<file path="src/rtl/aci_indirgeyici.sv">
// Range reduction of a Q16.16 angle modulo pi into (-pi/2, pi/2) with a tangent pole flag.
// Define KUTUP_KONTROL_EN to enable the guard-band pole check on gecerli_o.
module aci_indirgeyici #(
   parameter int unsigned PI_Q       = 205887,
   parameter int unsigned KUTUP_BANT = 64
) (
   input  logic        clk_i,
   input  logic        rst_i,
   input  logic [31:0] sayi1_i,
   input  logic        basla_i,
   output logic        mesgul_o,
   output logic [31:0] sonuc_o,
   output logic        hazir_o,
   output logic        gecerli_o
);

   typedef enum logic [1:0] {StBos, StBol, StDuzelt} durum_e;

   localparam logic [32:0] PiW   = 33'(PI_Q);
   localparam logic [32:0] Yarim = 33'((PI_Q + 32'd1) >> 1);
`ifdef KUTUP_KONTROL_EN
   localparam logic [31:0] Esik  = 32'(((PI_Q + 32'd1) >> 1) - KUTUP_BANT);
`endif

   durum_e      durum_q, durum_d;
   logic        isaret_q, isaret_d;
   logic [31:0] mag_q, mag_d;
   logic [32:0] kalan_q, kalan_d;
   logic [4:0]  sayac_q, sayac_d;
   logic [31:0] sonuc_q, sonuc_d;
   logic        hazir_q, hazir_d;
   logic        gecerli_q, gecerli_d;

   logic [32:0] t;
   logic [31:0] r_duz;
   logic [31:0] r_isr;
`ifdef KUTUP_KONTROL_EN
   logic [31:0] r_abs;
`endif

   always_comb begin
      durum_d   = durum_q;
      isaret_d  = isaret_q;
      mag_d     = mag_q;
      kalan_d   = kalan_q;
      sayac_d   = sayac_q;
      sonuc_d   = sonuc_q;
      hazir_d   = 1'b0;
      gecerli_d = gecerli_q;
      t         = '0;
      r_duz     = '0;
      r_isr     = '0;
`ifdef KUTUP_KONTROL_EN
      r_abs     = '0;
`endif
      unique case (durum_q)
         StBos: begin
            if (basla_i) begin
               durum_d  = StBol;
               isaret_d = sayi1_i[31];
               // Unsigned magnitude: -2^31 maps cleanly to 2^31
               mag_d    = sayi1_i[31] ? (~sayi1_i + 32'd1) : sayi1_i;
               kalan_d  = '0;
               sayac_d  = 5'd31;
            end
         end
         StBol: begin
            t       = {kalan_q[31:0], mag_q[sayac_q]};
            kalan_d = (t >= PiW) ? (t - PiW) : t;
            if (sayac_q == 5'd0) begin
               durum_d = StDuzelt;
            end else begin
               sayac_d = sayac_q - 5'd1;
            end
         end
         StDuzelt: begin
            // Fold [0, pi) onto [-pi/2, pi/2]
            r_duz   = (kalan_q >= Yarim) ? 32'(kalan_q - PiW) : kalan_q[31:0];
            r_isr   = isaret_q ? (~r_duz + 32'd1) : r_duz;
            sonuc_d = r_isr;
            hazir_d = 1'b1;
`ifdef KUTUP_KONTROL_EN
            r_abs     = r_duz[31] ? (~r_duz + 32'd1) : r_duz;
            gecerli_d = (r_abs < Esik);
`else
            gecerli_d = 1'b1;
`endif
            durum_d = StBos;
         end
         default: durum_d = StBos;
      endcase
   end

   always_ff @(posedge clk_i) begin
      if (rst_i) begin
         durum_q   <= StBos;
         isaret_q  <= 1'b0;
         mag_q     <= '0;
         kalan_q   <= '0;
         sayac_q   <= '0;
         sonuc_q   <= '0;
         hazir_q   <= 1'b0;
         gecerli_q <= 1'b0;
      end else begin
         durum_q   <= durum_d;
         isaret_q  <= isaret_d;
         mag_q     <= mag_d;
         kalan_q   <= kalan_d;
         sayac_q   <= sayac_d;
         sonuc_q   <= sonuc_d;
         hazir_q   <= hazir_d;
         gecerli_q <= gecerli_d;
      end
   end

   assign mesgul_o  = (durum_q != StBos);
   assign sonuc_o   = sonuc_q;
   assign hazir_o   = hazir_q;
   assign gecerli_o = gecerli_q;

endmodule

</file>
<file path="config.mk">
export PLATFORM = sky130hd
export DESIGN_NAME = aci_indirgeyici
export DESIGN_NICKNAME = d
export VERILOG_FILES = /design/src/rtl/aci_indirgeyici.sv
export SDC_FILE = /design/constraint.sdc
export NUM_CORES = 1
export LEC_CHECK = 0
export ABC_CLOCK_PERIOD_IN_PS = 4750
export BUFFER_PORTS_ARGS = -buffer_cell sky130_fd_sc_hd__buf_2
export CAP_MARGIN = 20
export CELL_PAD_IN_SITES_DETAIL_PLACEMENT = 1
export CELL_PAD_IN_SITES_GLOBAL_PLACEMENT = 1
export CORE_ASPECT_RATIO = 0.75
export CORE_MARGIN = 1
export CORE_UTILIZATION = 45
export CTS_BUF_LIST = sky130_fd_sc_hd__clkbuf_8
export DETAILED_ROUTE_END_ITERATION = 6
export PLACE_DENSITY_LB_ADDON = 0.1
export SYNTH_ARGS = -nofsm -noshare
export SYNTH_HDL_FRONTEND = slang
export SYNTH_SLANG_ARGS = --single-unit
</file>
<file path="constraint.sdc">
create_clock -name clk_i -period 4.75 [get_ports clk_i]
set_input_delay 0.2375 -clock clk_i [delete_from_list [all_inputs] [get_ports clk_i]]
set_output_delay 0.2375 -clock clk_i [all_outputs]
set_load 0.01 [all_outputs]
</file>
### After elaboration in Yosys (flattened, before gate mapping)

Index checks and enable logic that the tools add are counted.

| cells by class | value |
|---|---|
| magnitude comparators | 3 |
| $add $sub $neg | 5 |
| multiplexer cells | 15 |
| multipliers | 0 |
| equal/unequal tests | 5 |
| shifts and indexed selects | 0 |
| bitwise gates (word level) | 2 |
| reduce and logical (&&, ||, !) cells | 8 |
| div/mod/pow operators | 0 |

Operators by type and width:

| cell | count |
|---|---|
| 2-to-1 mux 32 bit | 3 |
| 2-to-1 mux 33 bit | 2 |
| one-hot mux 33 bit (2 select lines) | 1 |
| adder 32 x 1 -> 32 bit (second input constant) | 2 |
| NOT 32 bit | 2 |
| greater-or-equal comparator 33 x 17 -> 1 bit (second input constant) | 1 |
| greater-or-equal comparator 33 x 18 -> 1 bit (second input constant) | 1 |
| subtractor 33 x 18 -> 33 bit (second input constant) | 1 |
| subtractor 32 x 18 -> 32 bit (second input constant) | 1 |
| 2-to-1 mux 5 bit | 2 |
| one-hot mux 5 bit (2 select lines) | 1 |
| less-than comparator 5 x 6 -> 1 bit (second input constant) | 1 |
| inequality test 2 bit (second input constant) | 3 |
| AND reduction 2 bit | 3 |
| binary-select mux 1 bit (select 5 bit) | 1 |
| zero test 5 bit | 1 |
| subtractor 5 x 1 -> 5 bit (second input constant) | 1 |
| 2-to-1 mux 2 bit | 2 |
| one-hot mux 2 bit (2 select lines) | 1 |
| nonzero test 2 bit | 2 |
| AND reduction 3 bit | 1 |
| == test 2 x 1 -> 1 bit (second input constant) | 1 |
| == test 2 bit (second input constant) | 1 |
| zero test 2 bit | 1 |
| 2-to-1 mux 1 bit | 2 |

| word-level totals | value |
|---|---|
| latch bits | 0 |
| bits of input ports | 35 |
| word-level logic and storage cells | 46 |
| memory bits (read-only) | 0 |
| register bits after elaboration | 107 |
| memories | 0 |
| RAM bits | 0 |

### Longest topological paths before layout

Gate-level depths: netlist (run 1).

| logic depth | value |
|---|---|
| word-level depth | 5 |
| mapped depth | 15 |

### Worst setup path after synthesis (run 1)

Ideal clock, no wire load.

| timing | value |
|---|---|
| path type | reg2reg |
| from | register sayac_q[0] |
| to | register kalan_q[32] |
| period minus slack after synthesis | 4.038 ns |
| path slack | 0.712 ns |
| arrival | 3.964 ns |
| stages on the path, launching flop included | 16 |
| path buffers | 1 |
| library setup time | 0.074 ns |
| cells stage by stage | dfxtp_1 -> buf_2 -> mux4_2 -> mux4_2 -> mux2i_1 -> inv_1 -> ha_1 -> nand2_1 -> nor2_1 -> or3_1 -> a2111oi_0 -> nor2_1 -> nor3_1 -> nand2b_1 -> xor2_1 -> o21ai_0 |

| on the way | value |
|---|---|
| cells in the longest elaborated chain, start to end | 5 |
| elaborated cells between the ends (all ways) | 6 |

RTL lines:

| what | line | text |
|---|---|---|
| start: declaration | 29 | `logic [4:0] sayac_q, sayac_d;` |
| start signal: assignment | 109 | `sayac_q <= sayac_d;` |
| binary-select mux 1 bit (select 5 bit) (*) | 68 | `t = {kalan_q[31:0], mag_q[sayac_q]};` |
| 2-to-1 mux 1 bit (not written as such) (*) | 68 |  |
| subtractor 33 x 18 -> 33 bit / greater-or-equal comparator 33 x 18 -> 1 bit (equally long branches) | 69 | `kalan_d = (t >= PiW) ? (t - PiW) : t;` |
| 2-to-1 mux 33 bit (*) | 69 |  |
| one-hot mux 33 bit (2 select lines) (*) | 56 | `unique case (durum_q)` |
| end signal: assignment | 108 | `kalan_q <= kalan_d;` |
| end: declaration | 28 | `logic [32:0] kalan_q, kalan_d;` |

Mark *: on every way between the ends. The rest lies on a longest branch, timed or not. The select of a mux whose other input is x is not followed.
A chain may end at the register's enable or synchronous reset.

### Final worst setup path (run 1)

| timing | value |
|---|---|
| from | register sayac_q[0] |
| to | register kalan_q[22] |

Same word-level chain as after synthesis.

==> impl_metrics.csv, run 1 <==
group,metric,value,unit
status,status,"complete, no violations",
cells_and_area,syn_to_final_growth,8.27,%
critical_path,end_kind,"register",
logic_synthesis,synth_edf_count,0,
drt,wl_per_cell,19.5,um
place,io_buffers,69,
cells_and_area,layout-drive-gt1-share,13.7,%
sta,max-slew-margin-rel,33.1,%
clocking,hold_buffers,0,
cells_and_area,diodes,0,
grt,grt_usage,27.8,%
sta,setup-tns-final,0,ns
sta,clock_skew,0.0102,ns
die,die-width,150,um
hold_path,holdPathStages,3,
power,p_leak,2.97,nW
logic_synthesis,ys_seq_area_share,29.0,%
cells_and_area,fillers,2033,
drt,drt_first_pass_iters,5,
hold_path,hp-class,"in -> reg",
critical_path,ff2ff_path_depth,15,
grt,grt_first_pass_wirelength,37600,um
clocking,post_cts_buffers,0,
place,finalWeightedCongestion,0.850,
drt,post-route-drc-count,0,
die,rows,40,
critical_path,critPathMaxFanout,10,
logic_synthesis,ys_async_sr_fraction,0,%
drt,routed_wl,23100,um
place,dp_hpwl,17100,um
drt,met1Wirelength,11400,um
grt,grt_pass1_vias,7256,
sta,tightest_slew,1.00,ns
clocking,cts-root-buf,"clkbuf_8",
logic_synthesis,ys.flop_type,"dfxtp_1",
critical_path,crit_arrival,4.67,ns
sta,finalHoldViolations,0,
drt,route.met3.wl,730,um
sta,fin_crit_sh,92.1,%
clocking,cts_buffer_depth,2,
critical_path,required,5.05,ns
logic_synthesis,post_synth.cell_area_avg,7.72,um^2
logic_synthesis,yosysWarningCount,0,
die,pin_count,70,
clocking,htree_levels,3,
sta,drv_slew,0,
sta,fin_ws,0.376,ns
power,power-per-cell-area,295,nW/um^2
place,place_ws,0.153,ns
drt,via_count,7301,
logic_synthesis,synth.net_count,998,
critical_path,critPathKind,"reg -> reg",
drt,routed.top_layer,"met4",
cells_and_area,multi_input_area,4840,um^2
clocking,clkSinkCount,107,
grt,overflow,0,
clocking,cts_tree,"built",
clocking,clkSlewWorstSetupHoldPaths,0.11,ns
clocking,clk_latency,0.40,ns
die,core_area,16000,um^2
job,cap_viol_max_count,0,
die,initial_core_util,46.1,%
sta,period_needed,4.37,ns
drt,via_per_inst,6.16,
grt,antenna_found_initial,0,
die,fp.dieH,113,um
drt,wl_met2,10700,um
logic_synthesis,ys_ff_latch,107,
sta,setup-violations-final,0,
die,dieArea,16900,um^2
sta,rsz0062_at_grt,"false",
power,peakVddDrop,0.000145,V
drt,antenna_left,0,
logic_synthesis,syn_inst,956,
cells_and_area,final_nets,1012,
grt,grt_max_degree,60,
critical_path,start_kind,"register",
cells_and_area,seq_area,2140,um^2
logic_synthesis,synth_area,7380,um^2
drt,drt_iter0_drc,454,
logic_synthesis,synth_cell_type_count,80,
clocking,cts_buffers,9,
sta,fmax,229,MHz
-- final timing paths --
kind | from | to | slack (ns)
worst max-delay path | sayac_q[0] | kalan_q[22] | 0.38
worst min register to register | sonuc_o[3] | sonuc_o[3] | 0.46
worst max register to register | sayac_q[0] | kalan_q[22] | 0.38
worst min-delay path | sayi1_i[0] | mag_q[0] | 0.13
-- report_power, final --
group          switching (W)  total, W  internal [W]  leakage, nW
logic               0.000457  0.000741      0.000284         1.98
registers          0.0000466  0.000986      0.000940        0.871
clock network       0.000348  0.000629      0.000280        0.112
-- routing by layer --
layer | GRT usage [%] | vias up
met5 | 0 | -
met4 | 6.20 | 0
met3 | 3.59 | 22
met2 | 45.6 | 121
met1 | 38.7 | 3672
li1 | - | 3486
-- Yosys cell counts (all sizes together) (3+ instances only) --
| cell type | instances | area, um^2 |
|---|---|---|
| a211o | 4 | 37.5 |
| mux4 | 10 | 225 |
| o31a | 6 | 52.6 |
| and3 | 13 | 81.3 |
| a211oi | 38 | 298 |
| or4 | 7 | 52.6 |
| o311ai | 4 | 35.0 |
| and2 | 7 | 43.8 |
| buf | 21 | 126 |
| o21a | 3 | 22.5 |
| or2 | 7 | 43.8 |
| xnor2 | 44 | 385 |
| o211ai | 9 | 72.6 |
| o2111ai | 3 | 26.3 |
| xor2 | 56 | 490 |
| nor4b | 3 | 26.3 |
| nor3 | 31 | 160 |
| a31oi | 13 | 87.6 |
| clkbuf | 58 | 218 |
| nand3 | 26 | 130 |
| a2111oi | 3 | 26.3 |
| nand2b | 4 | 25.0 |
| nor2b | 7 | 43.8 |
| inv | 17 | 63.8 |
| nand2 | 131 | 494 |
| o21ai | 69 | 345 |
| ha | 7 | 87.6 |
| dfxtp | 107 | 2140 |
| o41ai | 7 | 68.8 |
| nand4 | 15 | 93.8 |
| or3 | 20 | 130 |
| mux2i | 7 | 70.1 |
| o31ai | 15 | 113 |
| nor4 | 19 | 164 |
| nor2 | 84 | 315 |
| a21oi | 38 | 190 |
| a311oi | 4 | 35.0 |
| nand3b | 3 | 22.5 |
| and4 | 3 | 26.3 |
-- cell usage in the layout, fill, tap and decap left out, drive strengths merged, types with 6 or more instances in the layout --
cell type	count
a211oi	38
a21oi	38
a31oi	13
and2	7
and3	13
buf	82
clkbuf	11
dfxtp	107
ha	7
inv	19
mux2i	7
mux4	10
nand2	131
nand3	26
nand4	15
nor2	84
nor2b	7
nor3	31
nor4	19
o211ai	9
o21ai	69
o31a	6
o31ai	15
o41ai	7
or2	7
or3	20
or4	7
xnor2	44
xor2	56
-- layout make-up --
class / count / area share (%)
clock buffer: 11 / 1.89
clock inverter: 5 / 0.845
inverter: 18 / 0.845
multi-input combinational: 752 / 60.5
sequential: 107 / 26.8
tap: 210 / 3.29
timing repair buffer: 82 / 5.79
-- logic make-up after synthesis --
kind of cell,share of synthesized area (%)
and+or+nand+nor,26.0
AOI/OAI and AO/OA,22.3
DFF,29.0
xor gates and xnor gates,11.9
buffers and inverters,5.58
muxes,4.00
adders and majority gates,1.19
-- what timing repair did --
| item | 4_1_cts | 5_1_grt |
|---|---|---|
| setup endpoints to repair | 0 | 7 |
| resized for setup | 0 | 2 |
| hold endpoints to repair | 0 | 0 |
-- state kept, by name, indices dropped and copies added, names as in the netlist --
signal,count
durum_q,2
gecerli_o,1
hazir_o,1
isaret_q,1
kalan_q,33
mag_q,32
sayac_q,5
sonuc_o,32
-- worst max-delay path, stage by stage (launching register included) --
cell	delay, ns
dfxtp_1	0.32
buf_4	0.22
mux4_2	0.52
mux4_2	0.52
mux2i_1	0.30
inv_1	0.16
ha_1	0.25
nand2_1	0.08
nor2_1	0.08
or3_1	0.40
a2111oi_1	0.52
nor2_1	0.19
buf_4	0.19
nor4_1	0.27
xnor2_1	0.16
o21ai_0	0.08
-- metrics by stage --
step           cell area (um^2)  instances  hold WS [ns]  util [%]  power [W]
2_1_floorplan              7380        956         0.373         -    0.00154
3_3_place_gp               7740       1168         0.435      48.3    0.00170
3_5_place_dp               7740       1168         0.444      48.3    0.00173
4_1_cts                    7960       1184         0.104      49.7    0.00236
5_1_grt                    7990       1185         0.116      49.9    0.00247
6_report                   7990       1185         0.125      49.9    0.00236
(Power assumes the default switching activity.)
==> run 2, diff against run 1 <==
ABC_CLOCK_PERIOD_IN_PS = 4300   (was 4750)
clock period = 4.3 ns   (was 4.75 ns; I/O delays follow)
==> impl_metrics.csv, run 2 (synthesis results as in run 1) <==
group,metric,value,unit
sta,setup-tns-final,0,ns
critical_path,reg2reg_to,"kalan_q[30]",
place,io_buffers,69,
drt,routed_wl,23200,um
power,p_leak,3.02,nW
grt,grt_pass1_vias,7280,
clocking,post_cts_buffers,0,
die,initial_core_util,46.1,%
critical_path,end_kind,"register",
critical_path,crit_arrival,4.36,ns
die,die-width,150,um
drt,drt_iter0_drc,462,
critical_path,critPathMaxFanout,10,
power,peakVddDrop,0.000203,V
place,dp_hpwl,17500,um
cells_and_area,layout_common_cells,"130 x nand2_1, 107 x dfxtp_1, 83 x nor2_1",
critical_path,start_kind,"register",
sta,rsz0062_at_grt,"false",
clocking,hold_buffers,0,
cells_and_area,regMostFlops,"kalan_q",
critical_path,reg2reg_slack,0.27,ns
critical_path,critical-path-max-stage-delay,0.55,ns
drt,via_per_inst,6.13,
cells_and_area,syn_to_final_growth,9.49,%
drt,wl_per_cell,19.4,um
critical_path,r2r-start,"sayac_q[0]",
cells_and_area,diodes,0,
place,place_area,7850,um^2
sta,clock_skew,0.0148,ns
sta,setup-violations-final,0,
clocking,cts_buffer_depth,2,
cells_and_area,largest_reg_flops,33,
status,status,"complete, no violations",
critical_path,crit_slowest_cell,"mux4_2",
sta,fmax,248,MHz
sta,period_needed,4.03,ns
clocking,cts_resized,1,
sta,finalHoldViolations,0,
drt,wl_met2,10500,um
job,cap_viol_max_count,0,
clocking,cts_tree,"built",
cells_and_area,layout-drive-gt1-share,15.2,%
hold_path,min_to,"mag_q[0]",
clocking,clkSinkCount,107,
drt,route.met3.wl,1100,um
critical_path,required,4.63,ns
drt,drt_first_pass_iters,4,
clocking,cts-root-buf,"clkbuf_8",
clocking,clkSlewWorstSetupHoldPaths,0.11,ns
critical_path,path_cells,"buf_6 > mux4_2 > mux4_2 > mux2i_4 > inv_1 > ha_1 > nand2_1 > nor2_1 > or3_4 > a2111oi_2 > buf_4 > nor2_1 > nor3_1 > buf_4 > nand2_1 > xor2_1 > o21ai_0",
critical_path,critPathKind,"reg -> reg",
grt,overflow,0,
grt,grt_max_degree,60,
clocking,cts_buffers,9,
sta,max-slew-margin-rel,29.3,%
drt,routed.top_layer,"met4",
die,fp.dieH,113,um
die,rows,40,
hold_path,worstHoldStart,"sayi1_i[0]",
die,core_area,16000,um^2
die,dieArea,16900,um^2
hold_path,hp-class,"in -> reg",
power,power-per-cell-area,319,nW/um^2
cells_and_area,stdcell_area,8080,um^2
die,pin_count,70,
sta,fin_crit_sh,93.7,%
critical_path,path_delay_family,"multiplexers",
drt,via_count,7355,
grt,antenna_found_initial,0,
cells_and_area,final_nets,1026,
sta,tightest_slew,1.06,ns
cells_and_area,final_common_cell,"nand2_1",
hold_path,holdPathStages,3,
grt,grt_first_pass_wirelength,37600,um
critical_path,ff2ff_path_depth,17,
drt,post-route-drc-count,0,
drt,antenna_left,0,
clocking,clk_latency,0.41,ns
sta,drv_slew,0,
cells_and_area,fillers,2024,
drt,met1Wirelength,11400,um
grt,grt_usage,28.0,%
clocking,htree_levels,3,
place,finalWeightedCongestion,0.887,
critical_path,critPathBufInv,4,
run 2: report_power, final:
part	leakage (nW)	internal [W]	switching (W)	total, W
combinational	2.04	0.000331	0.000509	0.000840
sequential	0.871	0.00104	0.0000513	0.00109
clock	0.104	0.000245	0.000406	0.000651
run 2: final cells by class:
| cell class | instances | area, um^2 | share of cell area (%) |
|---|---|---|---|
| Tap cell | 210 | 263 | 3.25 |
| Multi-Input combinational cell | 752 | 4860 | 60.1 |
| Sequential cell | 107 | 2140 | 26.5 |
| Clock inverter | 6 | 65.1 | 0.805 |
| Clock buffer | 10 | 138 | 1.70 |
| Inverter | 18 | 67.6 | 0.836 |
| Timing Repair Buffer | 96 | 552 | 6.83 |
run 2: per-stage QoR:
step | util, % | setup slack, ns | hold WS, ns | instances | power [W]
final | 50.5 | 0.270 | 0.0992 | 1199 | 0.00258
after global placement | 49.0 | 0.103 | 0.436 | 1183 | 0.00190
after global routing | 50.5 | 0.0140 | 0.102 | 1199 | 0.00273
after floorplan | - | 0.262 | 0.351 | 956 | 0.00170
after CTS | 50.3 | 0.00960 | 0.0793 | 1199 | 0.00259
after detailed placement | 49.0 | 0.0478 | 0.445 | 1183 | 0.00193
run 2: tightest hold or removal path: stages:
cell	delay, ns
buf_2	0.13
nand2_1	0.06
a21oi_1	0.06
run 2: worst max path at each step:
stage               startpoint          end  slack, ns  depth (start not counted)
detailed placement  sayac_q[0]  kalan_q[30]       0.05                         17
floorplan           sayac_q[0]  kalan_q[32]       0.26                         15
global route        sayac_q[0]  kalan_q[30]       0.01                         17
finish              sayac_q[0]  kalan_q[30]       0.27                         17
CTS                 sayac_q[0]  kalan_q[30]       0.01                         17
global placement    sayac_q[0]  kalan_q[30]       0.10                         17
run 2: per-layer routing:
metal | GRT usage [%] | vias up
li1 | - | 3519
met1 | 40.0 | 3630
met2 | 44.1 | 184
met3 | 3.71 | 22
met4 | 7.61 | 0
met5 | 0 | -
==> run 3, diff against run 2 <==
CORE_MARGIN = 3   (was 1)
CORE_UTILIZATION = 46   (was 45)
==> impl_metrics.csv, run 3 (synthesis results as in run 1) <==
group,metric,value,unit
drt,post-route-drc-count,0,
hold_path,holdPathStages,3,
cells_and_area,fin_cells,1195,
cells_and_area,regMostFlops,"kalan_q",
clocking,htree_levels,3,
sta,rsz0062_at_grt,"false",
cells_and_area,final_common_cell,"nand2_1",
drt,wl_per_cell,19.8,um
cells_and_area,layout_common_cells,"130 x nand2_1, 107 x dfxtp_1, 83 x nor2_1",
critical_path,ff2ff_path_depth,17,
sta,max-slew-margin-rel,30.3,%
grt,antenna_found_initial,0,
place,io_buffers,69,
grt,grt_max_degree,60,
critical_path,critPathMaxFanout,10,
die,die-width,152,um
place,place_area,7850,um^2
sta,setup-violations-final,0,
sta,period_needed,4.07,ns
grt,grt_first_pass_wirelength,38800,um
critical_path,r2r-start,"sayac_q[0]",
status,status,"complete, no violations",
die,dieArea,17600,um^2
clocking,clkSlewWorstSetupHoldPaths,0.11,ns
grt,grt_pass1_vias,7453,
hold_path,min_to,"mag_q[0]",
die,initial_core_util,47.7,%
critical_path,crit_arrival,4.40,ns
grt,grt_usage,26.6,%
drt,antenna_left,0,
critical_path,end_kind,"register",
grt,grt_use_met2,43.0,%
power,peakVddDrop,0.000177,V
place,dp_hpwl,17900,um
sta,finalHoldViolations,0,
clocking,cts-root-buf,"clkbuf_8",
critical_path,required,4.62,ns
grt,overflow,0,
cells_and_area,diodes,0,
cells_and_area,syn_to_final_growth,9.59,%
cells_and_area,fin_util,52.3,%
critical_path,critPathKind,"reg -> reg",
power,p_leak,3.03,nW
grt,gr-max-usage-layer,"met2",
drt,via_count,7363,
place,place_inst,1178,
sta,holdWs,0.0957,ns
place,place_ws,-0.00666,ns
sta,fmax,246,MHz
drt,via_per_inst,6.16,
grt,use_met3,4.63,%
clocking,cts_tree,"built",
clocking,clk_latency,0.40,ns
job,cap_viol_max_count,0,
die,core_area,15500,um^2
clocking,cts_buffer_depth,2,
cells_and_area,largest_reg_flops,33,
power,power-per-cell-area,318,nW/um^2
drt,drt_iter0_drc,537,
critical_path,start_kind,"register",
hold_path,hp-class,"in -> reg",
die,rows,39,
cells_and_area,fillers,1948,
clocking,cts_buffers,9,
die,pin_count,70,
critical_path,reg2reg_slack,0.23,ns
sta,drv_slew,0,
cells_and_area,layout-drive-gt1-share,15.3,%
sta,fin_crit_sh,94.7,%
clocking,clkSinkCount,107,
die,fp.dieH,116,um
grt,grt_use_met1,37.1,%
critical_path,reg2reg_to,"kalan_q[30]",
cells_and_area,final_nets,1027,
sta,clock_skew,0.0110,ns
cells_and_area,stdcell_area,8090,um^2
drt,routed_wl,23700,um
clocking,post_cts_buffers,0,
hold_path,worstHoldStart,"sayi1_i[0]",
sta,tightest_slew,1.05,ns
place,finalWeightedCongestion,0.896,
drt,drt_first_pass_iters,5,
sta,fin_ws,0.229,ns
run 3: stage by stage:
stage | setup TNS (ns) | power, W
2_1_floorplan | 0 | 0.00170
3_3_place_gp | 0 | 0.00189
3_5_place_dp | -0.00666 | 0.00193
4_1_cts | 0 | 0.00258
5_1_grt | 0 | 0.00273
6_report | 0 | 0.00257
run 3: per-layer routing:
| layer | share of wire [%] | up-vias |
|---|---|---|
| met5 | 0 | - |
| met4 | 1.4 | 0 |
| met3 | 4.4 | 22 |
| met2 | 46 | 171 |
| met1 | 48 | 3661 |
| li1 | - | 3509 |
run 3: what timing repair did:
| item | CTS | global route |
|---|---|---|
| hold buffers | 0 | 0 |
| gates resized for setup | 1 | 5 |
| endpoints found under the setup margin | 3 | 8 |
run 3: area by class of cell:
cell class,instances,area (um^2),area share [%]
multi-input combinational,752,4860,60.0
sequential,107,2140,26.5
timing repair buffer,97,572,7.07
tap,205,256,3.17
clock buffer,11,151,1.87
inverter,18,67.6,0.835
clock inverter,5,43.8,0.541
run 3: worst max-delay path: stages, from the launching register on:
cell and delay, ns:
dfxtp_1 0.35, buf_6 0.18, mux4_2 0.52, mux4_2 0.55, mux2i_4 0.20, inv_1 0.11, ha_1 0.23, nand2_1 0.08
nor2_1 0.07, or3_1 0.39, a2111oi_2 0.32, buf_4 0.17, nor2_1 0.10, nor3_1 0.18, buf_4 0.17, nand2_1 0.07
xor2_1 0.15, o21ai_0 0.16
run 3: worst max-delay path by stage:
stage | startpoint | end
2_1_floorplan | sayac_q[0] | kalan_q[32]
3_3_place_gp | sayac_q[0] | kalan_q[30]
3_5_place_dp | sayac_q[0] | kalan_q[30]
4_1_cts | sayac_q[0] | kalan_q[30]
5_1_grt | kalan_q[12] | sonuc_o[19]
6_report | sayac_q[0] | kalan_q[30]
run 3: report_power, final:
group	switching [W]	total [W]	leakage [nW]	internal [W]
registers	0.0000523	0.00109	0.871	0.00104
logic	0.000512	0.000845	2.06	0.000333
clock network	0.000385	0.000636	0.0994	0.000251
